$ cat src/rtl/vga_sync_receiver.sv
// VGA receive front end: re-times sync/colour pins, recovers the raster position,
// measures line/frame timing, tracks lock and captures one probe pixel per frame.
module vga_sync_receiver #(
  parameter int unsigned H_ACTIVE    = 640,
  parameter int unsigned H_SYNC      = 96,
  parameter int unsigned H_BP        = 48,
  parameter int unsigned H_TOTAL     = 800,
  parameter int unsigned V_ACTIVE    = 480,
  parameter int unsigned V_SYNC      = 2,
  parameter int unsigned V_BP        = 33,
  parameter int unsigned V_TOTAL     = 525,
  parameter bit          SYNC_ACT    = 1'b0,
  parameter int unsigned LOCK_FRAMES = 2
) (
  input  logic        clk_vga,
  input  logic        rst_n,
  input  logic        vga_hsync,
  input  logic        vga_vsync,
  input  logic [3:0]  vga_r,
  input  logic [3:0]  vga_g,
  input  logic [3:0]  vga_b,
  input  logic [9:0]  probe_x,
  input  logic [9:0]  probe_y,
  input  logic        clr_err,
  output logic [9:0]  rx_x,
  output logic [9:0]  rx_y,
  output logic        rx_de,
  output logic [11:0] rx_rgb,
  output logic        locked,
  output logic [9:0]  line_len,
  output logic [9:0]  frame_lines,
  output logic [11:0] probe_rgb,
  output logic        probe_hit,
  output logic        err
);

  localparam int unsigned CW    = 10;
  localparam int unsigned RGB_W = 12;
  localparam int unsigned GC_W  = $clog2(LOCK_FRAMES + 1);

  localparam logic [CW-1:0]   CNT_MAX = '1;
  localparam logic [CW-1:0]   H_FIRST = CW'(H_SYNC + H_BP);
  localparam logic [CW-1:0]   H_LAST  = CW'(H_SYNC + H_BP + H_ACTIVE - 1);
  localparam logic [CW-1:0]   V_FIRST = CW'(V_SYNC + V_BP);
  localparam logic [CW-1:0]   V_LAST  = CW'(V_SYNC + V_BP + V_ACTIVE - 1);
  localparam logic [CW-1:0]   H_LEN   = CW'(H_TOTAL);
  localparam logic [CW-1:0]   V_LEN   = CW'(V_TOTAL);
  localparam logic [GC_W-1:0] GC_LOCK = GC_W'(LOCK_FRAMES);

  typedef enum logic [1:0] {SEARCH, ACQUIRE, LOCKED} lock_state_e;

  lock_state_e      state, state_nxt;
  logic [GC_W-1:0]  good_cnt, good_cnt_nxt;
  logic             s1_hs, s1_vs, s1_hs_d, s1_vs_d;
  logic [RGB_W-1:0] s1_rgb;
  logic [CW-1:0]    h_cnt, v_cnt;
  logic             vs_pend, bad_seen, probe_done;

  logic             hs_lead, vs_lead, h_sat, v_sat, frame_start;
  logic             line_bad, frame_good, sync_loss, in_win, err_evt;
  logic [CW-1:0]    h_cur, v_cur, h_meas, v_meas;

  // Sync edge detection and position of the pixel currently in stage 1
  assign hs_lead     = (s1_hs == SYNC_ACT) && (s1_hs_d != SYNC_ACT);
  assign vs_lead     = (s1_vs == SYNC_ACT) && (s1_vs_d != SYNC_ACT);
  assign h_sat       = (h_cnt == CNT_MAX);
  assign v_sat       = (v_cnt == CNT_MAX);
  assign frame_start = hs_lead && (vs_pend || vs_lead);
  assign h_meas      = h_cnt + CW'(1);
  assign v_meas      = v_cnt + CW'(1);
  assign h_cur       = hs_lead ? '0 : (h_sat ? CNT_MAX : h_meas);
  assign v_cur       = !hs_lead ? v_cnt : (frame_start ? '0 : (v_sat ? CNT_MAX : v_meas));

  // A saturated counter means the line had no measurable start, so it is not judged
  assign line_bad    = hs_lead && !h_sat && (h_meas != H_LEN);
  assign frame_good  = (v_meas == V_LEN) && !bad_seen && !line_bad;
  assign sync_loss   = (h_cur == CNT_MAX);
  assign in_win      = (h_cur >= H_FIRST) && (h_cur <= H_LAST) &&
                       (v_cur >= V_FIRST) && (v_cur <= V_LAST);
  assign err_evt     = (state != SEARCH) &&
                       (line_bad || sync_loss || (frame_start && !frame_good));

  // Lock state machine: next state
  always_comb begin
    state_nxt    = state;
    good_cnt_nxt = good_cnt;
    case (state)
      SEARCH: begin
        if (frame_start) begin
          state_nxt    = ACQUIRE;
          good_cnt_nxt = '0;
        end
      end
      ACQUIRE: begin
        if (sync_loss) begin
          state_nxt = SEARCH;
        end else if (frame_start) begin
          if (!frame_good) begin
            state_nxt = SEARCH;
          end else begin
            good_cnt_nxt = good_cnt + GC_W'(1);
            if (good_cnt_nxt == GC_LOCK) state_nxt = LOCKED;
          end
        end
      end
      LOCKED: begin
        if (line_bad || sync_loss || (frame_start && !frame_good)) state_nxt = SEARCH;
      end
      default: state_nxt = SEARCH;
    endcase
  end

  // Lock state register
  always_ff @(posedge clk_vga or negedge rst_n) begin
    if (!rst_n) begin
      state    <= SEARCH;
      good_cnt <= '0;
      locked   <= 1'b0;
    end else begin
      state    <= state_nxt;
      good_cnt <= good_cnt_nxt;
      locked   <= (state_nxt == LOCKED);
    end
  end

  // Pin capture, raster counters, timing measurement and output stage
  always_ff @(posedge clk_vga or negedge rst_n) begin
    if (!rst_n) begin
      s1_hs       <= 1'b0;
      s1_vs       <= 1'b0;
      s1_hs_d     <= 1'b0;
      s1_vs_d     <= 1'b0;
      s1_rgb      <= '0;
      h_cnt       <= CNT_MAX;
      v_cnt       <= '0;
      vs_pend     <= 1'b0;
      bad_seen    <= 1'b0;
      line_len    <= '0;
      frame_lines <= '0;
      err         <= 1'b0;
      rx_x        <= '0;
      rx_y        <= '0;
      rx_de       <= 1'b0;
      rx_rgb      <= '0;
      probe_rgb   <= '0;
      probe_hit   <= 1'b0;
      probe_done  <= 1'b0;
    end else begin
      s1_hs   <= vga_hsync;
      s1_vs   <= vga_vsync;
      s1_hs_d <= s1_hs;
      s1_vs_d <= s1_vs;
      s1_rgb  <= {vga_r, vga_g, vga_b};
      h_cnt   <= h_cur;
      v_cnt   <= v_cur;

      if (hs_lead)      vs_pend <= 1'b0;
      else if (vs_lead) vs_pend <= 1'b1;

      if (hs_lead && !h_sat) line_len <= h_meas;

      if (frame_start) begin
        frame_lines <= v_meas;
        bad_seen    <= 1'b0;
      end else if (line_bad) begin
        bad_seen    <= 1'b1;
      end

      err <= err_evt || (err && !clr_err);

      rx_x   <= in_win ? h_cur - H_FIRST : '0;
      rx_y   <= in_win ? v_cur - V_FIRST : '0;
      rx_rgb <= in_win ? s1_rgb : '0;
      rx_de  <= in_win && (state == LOCKED);

      // One capture per frame, taken from the registered output pixel
      probe_hit <= 1'b0;
      if (frame_start) probe_done <= 1'b0;
      if (rx_de && (rx_x == probe_x) && (rx_y == probe_y) && !probe_done) begin
        probe_rgb  <= rx_rgb;
        probe_hit  <= 1'b1;
        probe_done <= 1'b1;
      end
    end
  end

endmodule

$ cat config.mk
export PLATFORM = sky130hd
export DESIGN_NAME = vga_sync_receiver
export DESIGN_NICKNAME = d
export VERILOG_FILES = /design/src/rtl/vga_sync_receiver.sv
export SDC_FILE = /design/constraint.sdc
export NUM_CORES = 1
export LEC_CHECK = 0
export ABC_AREA = 1
export BUFFER_PORTS_ARGS = -buffer_cell sky130_fd_sc_hd__buf_2
export CAP_MARGIN = 10
export CELL_PAD_IN_SITES_DETAIL_PLACEMENT = 1
export CELL_PAD_IN_SITES_GLOBAL_PLACEMENT = 1
export CORE_MARGIN = 10
export CORE_UTILIZATION = 37
export DETAILED_ROUTE_END_ITERATION = 7
export PLACE_DENSITY_LB_ADDON = 0.1
export SYNTH_ARGS = -nofsm -noshare
export SYNTH_HDL_FRONTEND = slang
export SYNTH_SLANG_ARGS = --single-unit
$ cat constraint.sdc
create_clock -name clk_vga -period 2.6 [get_ports clk_vga]
set_clock_uncertainty 0.15 [all_clocks]
set_input_delay 0.13 -clock clk_vga [delete_from_list [all_inputs] [get_ports clk_vga]]
set_output_delay 0.13 -clock clk_vga [all_outputs]
set_load 0.05 [all_outputs]
### After elaboration in Yosys (flattened, before gate mapping)

Index checks and enable logic that the tools add are counted.

* register bits after elaboration: 111
* word-level logic and storage cells: 109
* output and inout port bits: 68
* input bits: 37

* bitwise gates (word level): 2
* reductions and logical operators: 34
* multiplexer cells: 27
* add/subtract/negate cells: 5
* equality and inequality tests: 15
* $lt $le $gt $ge: 4

Operators by type and width (number)
* $mux 10: 7
* $eq 10x10->1 const B: 4
* $add 10x1->10 const B: 2
* $eq 10x10->1: 2
* $le 10x10->1 const B: 2
* $mux 2: 10
* $logic_and 1x1->1: 17
* $mux 12: 1
* $ge 10x6->1 const B: 1
* $ge 10x8->1 const B: 1
* $ne 10x10->1 const B: 1
* $reduce_bool 2->1: 5
* $sub 10x6->10 const B: 1
* $sub 10x8->10 const B: 1
* $ne 2x2->1 const B: 4
* $mux 1: 7
* $eq 2x2->1 const B: 3
* $logic_not 1->1: 6
* $pmux 2 s3: 1
* $reduce_and 5->1: 1
* $logic_or 1x1->1: 4
* $pmux 2 s2: 1
* $add 2x1->2 const B: 1
* $eq 2x1->1 const B: 1
* other kinds (2): 3

### Depth between registers and ports, before layout

* word-level depth: 12
* mapped depth: 18
* depth with buffers taken out: 17

### Worst setup path after synthesis

No wires, ideal clock.

* path type: register to register
* start point: register h_cnt[0]
* end point: register rx_x[4]
* stages on the path, launching flop included: 19
* data required time: 2381 ps
* clock period less this slack: 2877 ps
* path slack: -277 ps
* path buffers: 2
* library setup time: 69 ps
* arrival time: 2657 ps
* cells stage by stage: dfstp_2 > ha_1 > nand2_2 > nor2_4 > nand3_2 > buf_6 > a21oi_1 > inv_1 > ha_1 > inv_1 > nor2_1 > nor2_1 > nor2_1 > nand3_1 > nand2_1 > inv_1 > nand3_4 > buf_6 > nor2_2

* cells in the longest elaborated chain, start to end: 8
* elaborated cells between the ends (all ways): 11
* those cells by class: 2 x add/sub; 2 x order compare; 1 x eq/ne; 3 x mux; 3 x reduce/logical

Ends and longest elaborated chain
* start, declared: line 56 `logic [CW-1:0] h_cnt, v_cnt;`
* start signal, assigned: line 154 `h_cnt <= h_cur;`
* $add 10x1->10 / $eq 10x10->1 (equally long branches): line 69, 66
* $mux 10 (*) (2 in series): line 71 `assign h_cur = hs_lead ? '0 : (h_sat ? CNT_MAX : h_meas);`
* named net h_cur[4]: line 61 `logic [CW-1:0] h_cur, v_cur, h_meas, v_meas;`
* $ge 10x8->1 / $le 10x10->1 (equally long branches): line 78 `assign in_win = (h_cur >= H_FIRST) && (h_cur <= H_LAST) &&`
* $logic_and 1x1->1 (2 in series): line 78
* $logic_and 1x1->1: line 79 `(v_cur >= V_FIRST) && (v_cur <= V_LAST);`
* $mux 10 (*): line 171 `rx_x <= in_win ? h_cur - H_FIRST : '0;`
* end signal, assigned: line 171
* end, declared: line 25 `output logic [9:0] rx_x,`

Mark *: on every way through the listed nets, which the timed path passes. The rest lies on a longest branch.
A chain may end at the register's enable or synchronous reset.

### Worst setup path in the final report

* start point: register h_cnt[0]
* end point: register rx_y[1]

* cells in the longest elaborated chain, start to end: 8
* elaborated cells between the ends (all ways): 10
* those cells by class: 1 x add/sub; 2 x order compare; 1 x eq/ne; 3 x mux; 3 x reduce/logical

Ends and longest elaborated chain
* $add 10x1->10 / $eq 10x10->1 (equally long branches): line 69, 66
* $mux 10 (*) (2 in series): line 71
* named net h_cur[4]: line 61
* $ge 10x8->1 / $le 10x10->1 (equally long branches): line 78
* $logic_and 1x1->1 (*) (2 in series): line 78
* $logic_and 1x1->1 (*): line 79
* $mux 10 (*): line 172 `rx_y <= in_win ? v_cur - V_FIRST : '0;`
* end signal, assigned: line 172
* end, declared: line 26 `output logic [9:0] rx_y,`

Marked as above.

==> results.md <==
- CP arrival: 2990 ps
- Power density cells: 596 mW/mm²
- Chip height: 140 µm
- Die width: 140 µm
- Sink Count: 111
- DP Worst Slack: -162 ps
- CP Capture Type: register
- Routed Antenna Nets: 0
- Vias per cell: 4.73
- H-tree depth: 3
- Final hold vios: 0
- Initial detailed-routing violation count: 316
- Net Sw Frac: 33.8%
- Routed vias: 4633
- Achievable frequency: 0.350 GHz
- PortBufs: 104
- Hold crit path type: in2async
- Main synth FF type: dfrtp_1
- Crit path max fanout: 8
- CTS tree: done
- Final #Nets: 841
- Initial antenna violation count: 0
- Leak: 3.89 nW
- Largest net degree at the start of global routing: 49
- Drt drc: 0
- Crit Reg-Reg Endpoint: rx_y[1]
- MaxCap Viol Count: 0
- DRT Pass-1 Iters: 4
- Sequential Power Share: 45.3%
- Tmin final: 2860 ps
- Clock network fraction of total power: 33.0%
- Final Setup Violations: 37
- Design area: 0.00725 mm²
- R2r setup slk: -260 ps
- Multi-input logic area: 0.00235 mm²
- Crit path launch type: register
- Peak supply drop: 0.289 mV
- Synthesized area per cell: 8.53 µm²
- Cell variety after synth: 39
- Max clock buf depth: 2
- Synth Instances: 621
- Initial Util: 38.0%
- Worst Tran Pin Value: 533 ps
- Root buffer cell: clkbuf_16
- Layout Area Growth over Synthesis: 36.7%
- Register area: 0.00279 mm²
- Number of CTS-inserted buffers: 9
- Crit share post-route: 110%
- Crit Path Category: reg2reg
- Core Area: 0.0139 mm²
- CP Launch Point: h_cnt[0]
- Internal power: 0.00286 W
- Routability cong.: 0.841
- Status: complete, but fails checks
- FF-to-FF Start: h_cnt[0]
- Full die area: 0.0195 mm²
- Logic pwr share: 21.7%
- First-pass GRT wire length: 27000 µm
- Total power: 0.00432 W
- Fill cells: 1656
- Clock Latency Late Sink: 360 ps
- Worst EP required: 2730 ps
- Grt ovf: 0
- Synthesized area: 0.00530 mm²
- RSZ-0062 raised after global routing: yes
- Seq/Total Area, Yosys: 52.7%
- I/O pins: 105
- Register bit total from synthesis: 111
- # diodes: 0
- Setup ws final: -255 ps
- Clk slew on worst S/H paths: 80 ps
- Post-synth ARST share: 100%
- Layout cells sized above 1: 34.8%
- EDFF count, synth: 0
- Failing checks: setup timing
- Placement Cell Area: 0.00635 mm²
- FF-to-FF path depth: 19
- Syn nets: 668
- Final Util: 52.0%
- Detailed Place HPWL: 12500 µm
- Sw power: 0.00146 W
- Synth Warn #: 0
- Setup TNS: -6450 ps
- Rel. slew slack: 64.4%
- Post-DR wirelength/cell: 17.1 µm
- Final WL: 16800 µm
- Global-route usage over all layers: 17.0%
- Standard-cell rows: 43
- Final Max Tran Viols: 0
- Vias in the first global route: 5026
==> sequential cells by signal, indices dropped and copies added, names as in the netlist <==
| register | flops |
|---|---|
| probe_rgb | 12 |
| rx_rgb | 12 |
| s1_rgb | 12 |
| frame_lines | 10 |
| h_cnt | 10 |
| line_len | 10 |
| rx_x | 10 |
| rx_y | 10 |
| v_cnt | 10 |
| good_cnt | 2 |
| state | 2 |
| bad_seen | 1 |
| err | 1 |
| locked | 1 |
| probe_done | 1 |
| probe_hit | 1 |
| rx_de | 1 |
| s1_hs | 1 |
| s1_hs_d | 1 |
| s1_vs | 1 |
| s1_vs_d | 1 |
| vs_pend | 1 |
==> critical path: stages (launching register included) <==
cell and delay (ps):
dfstp_2 580, ha_4 150, nand2_4 50, nor2_4 170, xor2_2 160, inv_2 70
a21oi_4 170, inv_2 70, ha_4 180, inv_4 60, nor2_4 40, nor2_4 140
nor2_2 60, nand3_1 80, nand2_1 70, inv_2 70, nand3_4 90, buf_12 160
buf_12 140, nor2_4 120
==> cells by family (layout without fill, tap and decap cells) <==
logic type / count (synthesis) / in the layout / synth area share (%)
adders and majority gates: 10 / 10 / 2.36
DFF: 111 / 111 / 52.7
AOI/OAI and AO/OA: 51 / 51 / 5.90
xor gates and xnor gates: 17 / 17 / 2.81
and+or+nand+nor: 327 / 327 / 28.2
buffers and inverters: 105 / 283 / 8.05
==> stage by stage <==
stage                     cells  hold slack (ps)
after floorplan             621             -316
after global placement      930            -4.06
after detailed placement    930            -1.75
after CTS                   975              156
after global routing        979              181
final                       979              144
==> cell usage in the layout (no fill, tap or decap), drive strengths merged <==
| cell type | n |
|---|---|
| a21oi | 13 |
| xor2 | 9 |
| nand3 | 41 |
| buf | 156 |
| nor2 | 87 |
| and2 | 3 |
| clkinv | 5 |
| nand4 | 5 |
| or2 | 2 |
| xnor2 | 8 |
| clkbuf | 9 |
| dfstp | 10 |
| a31oi | 3 |
| o211ai | 2 |
| inv | 96 |
| o22ai | 3 |
| nand3b | 3 |
| a211oi | 1 |
| o31ai | 1 |
| dlygate4sd3 | 16 |
| a22o | 1 |
| nand2 | 181 |
| nor3 | 4 |
| nor4 | 1 |
| dfrtp | 101 |
| o21ai | 26 |
| bufbuf | 1 |
| a21o | 1 |
| ha | 10 |
==> synthesized netlist by cell type (3+ instances only) <==
master / instances / area, µm²
dfrtp_1: 101 / 2530
nand3b_1: 3 / 22.5
nor3_1: 4 / 20.0
nor2_4: 3 / 33.8
clkbuf_1: 5 / 18.8
o21ai_0: 23 / 115
nor2_1: 48 / 180
xor2_1: 9 / 78.8
nand3_2: 4 / 40.0
dfstp_2: 10 / 263
nor2_2: 36 / 225
nand2_1: 175 / 657
a31oi_1: 3 / 18.8
xnor2_1: 8 / 70.1
a21oi_1: 9 / 45.0
nand2_2: 6 / 37.5
buf_6: 4 / 45.0
inv_1: 91 / 342
ha_1: 10 / 125
o22ai_1: 3 / 18.8
nand3_1: 35 / 175
nand4_1: 5 / 31.3
and2_1: 3 / 18.8
==> layout make-up <==
| cell class | count | area share, % |
|---|---|---|
| well taps | 180 | 3.11 |
| inverters | 94 | 4.90 |
| clock buffers | 9 | 3.11 |
| clock inverters | 7 | 1.19 |
| multi-input cells | 405 | 32.5 |
| repair buffers | 173 | 16.7 |
| flip-flops and latches | 111 | 38.5 |
==> layer usage <==
metal  vias up  global-route usage (%)  share of wire, %
met5         -                       0                 0
met4         0                    5.65               1.8
met3        19                    3.06               4.4
met2       104                    27.0                47
met1      2260                    22.8                47
li1       2250                       -                 -
==> worst max-delay path by stage <==
stage	endpoint	slack, ps	depth (start not counted)
floorplan	rx_y[0]	10	18
global route	rx_y[1]	-360	19
CTS	rx_y[1]	-100	19
detailed placement	rx_x[1]	-160	18
global placement	rx_rgb[11]	-20	18
finish	rx_y[1]	-260	19
==> what timing repair did <==
action,4_1_cts,5_1_grt
setup buffers,11,6
endpoints found under the setup margin,35,39
gates cloned,2,0
pin swaps,10,17
gates resized for setup,19,43
hold buffers,16,0
hold endpoints to repair,52,0
==> power by group through the flow <==
stage | combinational [W] | sequential [W] | clock (W)
5_1_grt | 0.00103 | 0.00197 | 0.00155
6_report | 0.000936 | 0.00195 | 0.00143
3_5_place_dp | 0.000856 | 0.00199 | 0
4_1_cts | 0.000907 | 0.00195 | 0.00146
3_3_place_gp | 0.000831 | 0.00197 | 0
2_1_floorplan | 0.000347 | 0.00215 | 0
No activity file was read; power rests on OpenSTA's default activity.
